<file path="src/rtl/seq_detect_ctrl.sv">
// Accepts a DATA_W word, shifts it MSB-first through a programmable PAT_W-bit Moore matcher and returns the overlap match count.
// Latency: accept edge to out_valid is DATA_W edges; result and in_ready=0 are held in DONE until out_ready.
module seq_detect_ctrl #(
    parameter int PAT_W                       = 4,
    parameter int DATA_W                      = 8,
    parameter logic [PAT_W-1:0] RESET_PATTERN = PAT_W'(4'b1101),
    localparam int CNT_W                      = $clog2(DATA_W + 1)
) (
    input  logic              clk,
    input  logic              reset_n,
    input  logic              cfg_wr,
    input  logic [PAT_W-1:0]  cfg_pattern,
    input  logic              in_valid,
    output logic              in_ready,
    input  logic [DATA_W-1:0] in_data,
    output logic              out_valid,
    input  logic              out_ready,
    output logic [CNT_W-1:0]  out_count,
    output logic              seq_detected,
    output logic [PAT_W-1:0]  current_seq,
    output logic              busy
);

    localparam int IDX_W  = (DATA_W > 1) ? $clog2(DATA_W) : 1;
    localparam int FILL_W = $clog2(PAT_W + 1);
    localparam logic [FILL_W-1:0] FILL_FULL = FILL_W'(PAT_W);
    localparam logic [IDX_W-1:0]  IDX_TOP   = IDX_W'(DATA_W - 1);

    typedef enum logic [1:0] {
        ST_IDLE,
        ST_SHIFT,
        ST_DONE
    } state_t;

    state_t              state;
    logic [DATA_W-1:0]   word;
    logic [IDX_W-1:0]    idx;
    logic [PAT_W-1:0]    hist;
    logic [FILL_W-1:0]   fill;
    logic [CNT_W-1:0]    count;
    logic [PAT_W-1:0]    pattern;

    logic [PAT_W-1:0]    next_hist;
    logic [FILL_W-1:0]   next_fill;
    logic                hit;

    // Match is judged on the post-shift history so a pattern completing on this edge pulses next cycle.
    always_comb begin
        next_hist = {hist[PAT_W-2:0], word[idx]};
        next_fill = (fill == FILL_FULL) ? FILL_FULL : fill + FILL_W'(1);
        hit       = (next_fill == FILL_FULL) && (next_hist == pattern);
    end

    always_ff @(posedge clk or negedge reset_n) begin
        if (!reset_n) begin
            state        <= ST_IDLE;
            word         <= '0;
            idx          <= '0;
            hist         <= '0;
            fill         <= '0;
            count        <= '0;
            pattern      <= RESET_PATTERN;
            seq_detected <= 1'b0;
        end else begin
            seq_detected <= 1'b0;
            case (state)
                ST_IDLE: begin
                    // Config lands on the same edge as an accept, so the new word sees clean history.
                    if (cfg_wr) begin
                        pattern <= cfg_pattern;
                        hist    <= '0;
                        fill    <= '0;
                    end
                    if (in_valid) begin
                        word  <= in_data;
                        count <= '0;
                        idx   <= IDX_TOP;
                        state <= ST_SHIFT;
                    end
                end
                ST_SHIFT: begin
                    hist <= next_hist;
                    fill <= next_fill;
                    idx  <= idx - IDX_W'(1);
                    if (hit) begin
                        seq_detected <= 1'b1;
                        count        <= count + CNT_W'(1);
                    end
                    if (idx == '0) begin
                        state <= ST_DONE;
                    end
                end
                ST_DONE: begin
                    if (out_ready) begin
                        state <= ST_IDLE;
                    end
                end
                default: state <= ST_IDLE;
            endcase
        end
    end

    assign in_ready    = (state == ST_IDLE);
    assign out_valid   = (state == ST_DONE);
    assign busy        = (state != ST_IDLE);
    assign out_count   = count;
    assign current_seq = hist;

endmodule

</file>
<file path="config.mk">
export PLATFORM = sky130hd
export DESIGN_NAME = seq_detect_ctrl
export DESIGN_NICKNAME = d
export VERILOG_FILES = /design/src/rtl/seq_detect_ctrl.sv
export SDC_FILE = /design/constraint.sdc
export NUM_CORES = 1
export LEC_CHECK = 0
export CAP_MARGIN = 40
export CELL_PAD_IN_SITES_DETAIL_PLACEMENT = 0
export CELL_PAD_IN_SITES_GLOBAL_PLACEMENT = 1
export CORE_MARGIN = 3
export CORE_UTILIZATION = 36
export DETAILED_ROUTE_END_ITERATION = 8
export PLACE_DENSITY_LB_ADDON = 0.1
export SYNTH_ARGS = -nofsm -noshare
export SYNTH_HDL_FRONTEND = slang
export SYNTH_SLANG_ARGS = --single-unit
</file>
<file path="constraint.sdc">
create_clock -name clk -period 2.01 [get_ports clk]
set_clock_uncertainty 0.15 [all_clocks]
set_input_delay 0.5025 -clock clk [delete_from_list [all_inputs] [get_ports clk]]
set_output_delay 0.5025 -clock clk [all_outputs]
set_load 0.01 [all_outputs]
</file>
==> results.py <==
metrics = {
    "run_status": {
        "status": "completed",
    },
    "placement": {
        "gp_routability_congestion": 0.774,
        "place.port_buffers": 28,
        "postPlaceCellArea_sq_mm": 0.00182,
        "dp_hpwl_microns": 2090,
        "place_ws_ns": 0.0383,
    },
    "timing": {
        "period_share_pct": 96.2,
        "timing.max_slew.rel_slack_pct": 75.4,
        "grt_setup_unrepaired": "true",
        "max_slew.worst_pin.slew_ns": 0.368,
        "slew_violations": 0,
        "hold_ws_ns": 0.338,
        "timing.final.ws_setup_ns": 0.0768,
        "min_period_ns": 1.93,
        "setup-violations-final": 0,
        "timing_hold_violations_final": 0,
        "fmax_achieved_mhz": 517,
    },
    "worst_setup_path": {
        "critPathTopFamily": "buffers and inverters",
        "arrival_ns": 1.28,
        "cp_slowest_cell": "sky130_fd_sc_hd__clkdlybuf4s50_1",
        "endpoint_kind": "output port",
        "number_of_buffers_and_inverters_on_the_critical_path": 1,
        "cp_max_fo": 5,
        "critPathKind": "flop to output port",
        "critical_path.cell_chain": "clkdlybuf4s50_1",
        "setup.worst_path.start_class": "flop",
        "largest_stage_delay_on_the_critical_path_ns": 0.58,
        "crit_required_ns": 1.36,
    },
    "die": {
        "effective_utilization_at_floorplan_pct": 38.1,
        "num_io_pins": 29,
        "design.die.area_sq_mm": 0.00475,
        "floorplan.die.width_microns": 68.9,
        "dieHeight_microns": 68.9,
        "rows": 22,
        "core_sq_mm": 0.00374,
    },
    "logic_synthesis": {
        "synthesis.area_sq_mm": 0.00143,
        "ys_seq_area_share_pct": 51.2,
        "synthesis.nets": 141,
        "yosys_warnings": 0,
        "synth_edf_count": 0,
        "synth-seq-cells": 29,
        "synth.avg_cell_area_sq_um": 12.0,
        "proportion_of_register_bits_with_asynchronous_set_or_reset_after_synthesis_pct": 100,
        "syn_inst": 119,
        "yosysUniqueCellTypes": 34,
        "dominantRegCellSynth": "sky130_fd_sc_hd__dfrtp_1",
    },
    "clock_network": {
        "clk_pin_slew_worst_paths_ns": 0.06,
        "h_tree_depth": 2,
        "post-cts-setup-buffer-count": 0,
        "cts_made_buffers": 5,
        "cts_tree": "done",
        "clkLatencyLatePin_ns": 0.27,
        "cts.sinks": 29,
        "cts_buffer_depth": 2,
        "root_buffer": "sky130_fd_sc_hd__clkbuf_8",
    },
    "power_and_ir_drop": {
        "leakagePower_nw": 0.854,
        "ir_worst_vdd_uv": 631,
        "total_power_mw": 2.80,
        "power_density_cells_mw_per_mm2": 1470,
    },
    "global_routing": {
        "grt_pass1_vias": 1044,
        "grt_max_degree": 30,
        "globalRoute.totalOverflow": 0,
        "grt_antenna_before_repair": 0,
        "grt_usage_pct": 13.9,
        "grt_first_pass_wirelength_microns": 4780,
    },
    "run": {
        "maxCapViolCount": 0,
    },
    "worst_hold_path": {
        "holdCritPathClass": "flop to flop",
    },
    "cells_and_area": {
        "final_cell_mix": "sky130_fd_sc_hd__dfrtp_1, sky130_fd_sc_hd__clkdlybuf4s50_1, sky130_fd_sc_hd__mux2_1, sky130_fd_sc_hd__buf_4",
        "insertedDiodeCount": 0,
        "layout.cells.most_common": "sky130_fd_sc_hd__dfrtp_1",
        "final_design_area_no_fill_sq_mm": 0.00190,
        "final_nets": 181,
        "area_growth_syn_to_fin_pct": 33.6,
        "drive_above_1_share_pct": 16.3,
    },
    "routing": {
        "dr_total_vias": 1008,
        "drt_first_pass_iters": 4,
        "detail-route-antenna-nets": 0,
        "drt_initial_violations": 44,
        "route.detailed.wl_per_inst_microns": 12.9,
        "final_wl_microns": 2670,
        "drcViolationCount": 0,
        "vias_per_cell": 4.85,
    },
}
==> worst reg2reg max path, cell delays in order, from the launching register on <==
cell	delay, ns
sky130_fd_sc_hd__dfrtp_1	0.40
sky130_fd_sc_hd__mux4_2	0.54
sky130_fd_sc_hd__mux2i_4	0.20
sky130_fd_sc_hd__xor2_2	0.21
sky130_fd_sc_hd__nand2_2	0.14
sky130_fd_sc_hd__mux2i_1	0.14
==> synth_stat cells (2+ instances only) <==
library cell | number | area (sq um)
sky130_fd_sc_hd__o21ai_1 | 2 | 10.0
sky130_fd_sc_hd__ha_1 | 5 | 62.6
sky130_fd_sc_hd__clkbuf_1 | 4 | 15.0
sky130_fd_sc_hd__nand2_1 | 7 | 26.3
sky130_fd_sc_hd__xnor2_1 | 3 | 26.3
sky130_fd_sc_hd__dfstp_2 | 3 | 78.8
sky130_fd_sc_hd__inv_1 | 7 | 26.3
sky130_fd_sc_hd__mux2_1 | 12 | 135
sky130_fd_sc_hd__nor2_1 | 7 | 26.3
sky130_fd_sc_hd__mux2i_1 | 3 | 30.0
sky130_fd_sc_hd__nand2b_1 | 2 | 12.5
sky130_fd_sc_hd__dfrtp_1 | 26 | 651
sky130_fd_sc_hd__nor2b_1 | 3 | 18.8
sky130_fd_sc_hd__a211oi_1 | 2 | 15.0
sky130_fd_sc_hd__nand3_1 | 3 | 15.0
sky130_fd_sc_hd__a21oi_1 | 5 | 25.0
sky130_fd_sc_hd__xor2_1 | 2 | 17.5
sky130_fd_sc_hd__a22o_1 | 6 | 52.6
sky130_fd_sc_hd__mux4_1 | 2 | 52.6
==> where the power goes <==
| part | total, mW | internal [mW] | switching [mW] |
|---|---|---|---|
| sequential | 1.11 | 0.872 | 0.237 |
| combinational | 1.21 | 0.685 | 0.523 |
| clock | 0.479 | 0.278 | 0.201 |
==> through the flow <==
step	instances	util, %	setup TNS (ns)
6_report	208	50.9	0
5_1_grt	208	50.9	-0.149
4_1_cts	208	51.1	0
3_5_place_dp	200	48.6	0
3_3_place_gp	200	48.6	0
2_1_floorplan	119	-	0
==> worst paths after layout <==
kind | start | endpoint | slack, ns | cells past startpoint
worst max-delay path | out_count[2] | out_count[2] | 0.08 | 1
worst min-delay path | word[6] | word[6] | 0.34 | 1
worst max register to register | idx[0] | out_count[0] | 0.11 | 5
worst min register to register | word[6] | word[6] | 0.34 | 1
max in group asynchronous | reset_n | pattern[2] | 0.93 | 2
min in group asynchronous | reset_n | state[1] | 0.47 | 2
==> sequential cells by signal (all words and copies together), names as in the netlist <==
| signal | cells |
|---|---|
| out_count | 4 |
| state | 2 |
| word | 8 |
| pattern | 4 |
| seq_detected | 1 |
| current_seq | 4 |
| fill | 3 |
| idx | 3 |
==> logic make-up (layout without fill, tap and decap cells) <==
family | Yosys count | count (layout) | synth area share, %
compound gates | 19 | 19 | 9.13
xor+xnor | 6 | 6 | 4.22
fa+ha+maj | 5 | 5 | 4.39
buf+inv | 12 | 53 | 3.16
flops | 29 | 29 | 51.2
mux | 18 | 18 | 16.9
simple gates | 30 | 30 | 11.1
==> layout make-up <==
class / instances / area [sq um]
inverter: 8 / 30.0
fill: 362 / 1840
multi-input combinational: 78 / 651
clock buffer: 8 / 90.1
timing repair buffer: 37 / 344
sequential: 29 / 729
tap: 48 / 60.1
==> per-layer routing <==
metal | global-route usage (%) | wire length (microns) | vias up
li1 | - | - | 494
met5 | 0 | 0 | -
met1 | 17.6 | 1190 | 487
met3 | 4.54 | 136 | 4
met2 | 22.3 | 1320 | 23
met4 | 5.11 | 29 | 0
==> timing repair <==
action | CTS | global route
hold buffers | 0 | 0
endpoints found under the setup margin | 3 | 4
pin swaps | 0 | 2
gates resized for setup | 5 | 2
(Power assumes the default switching activity.)
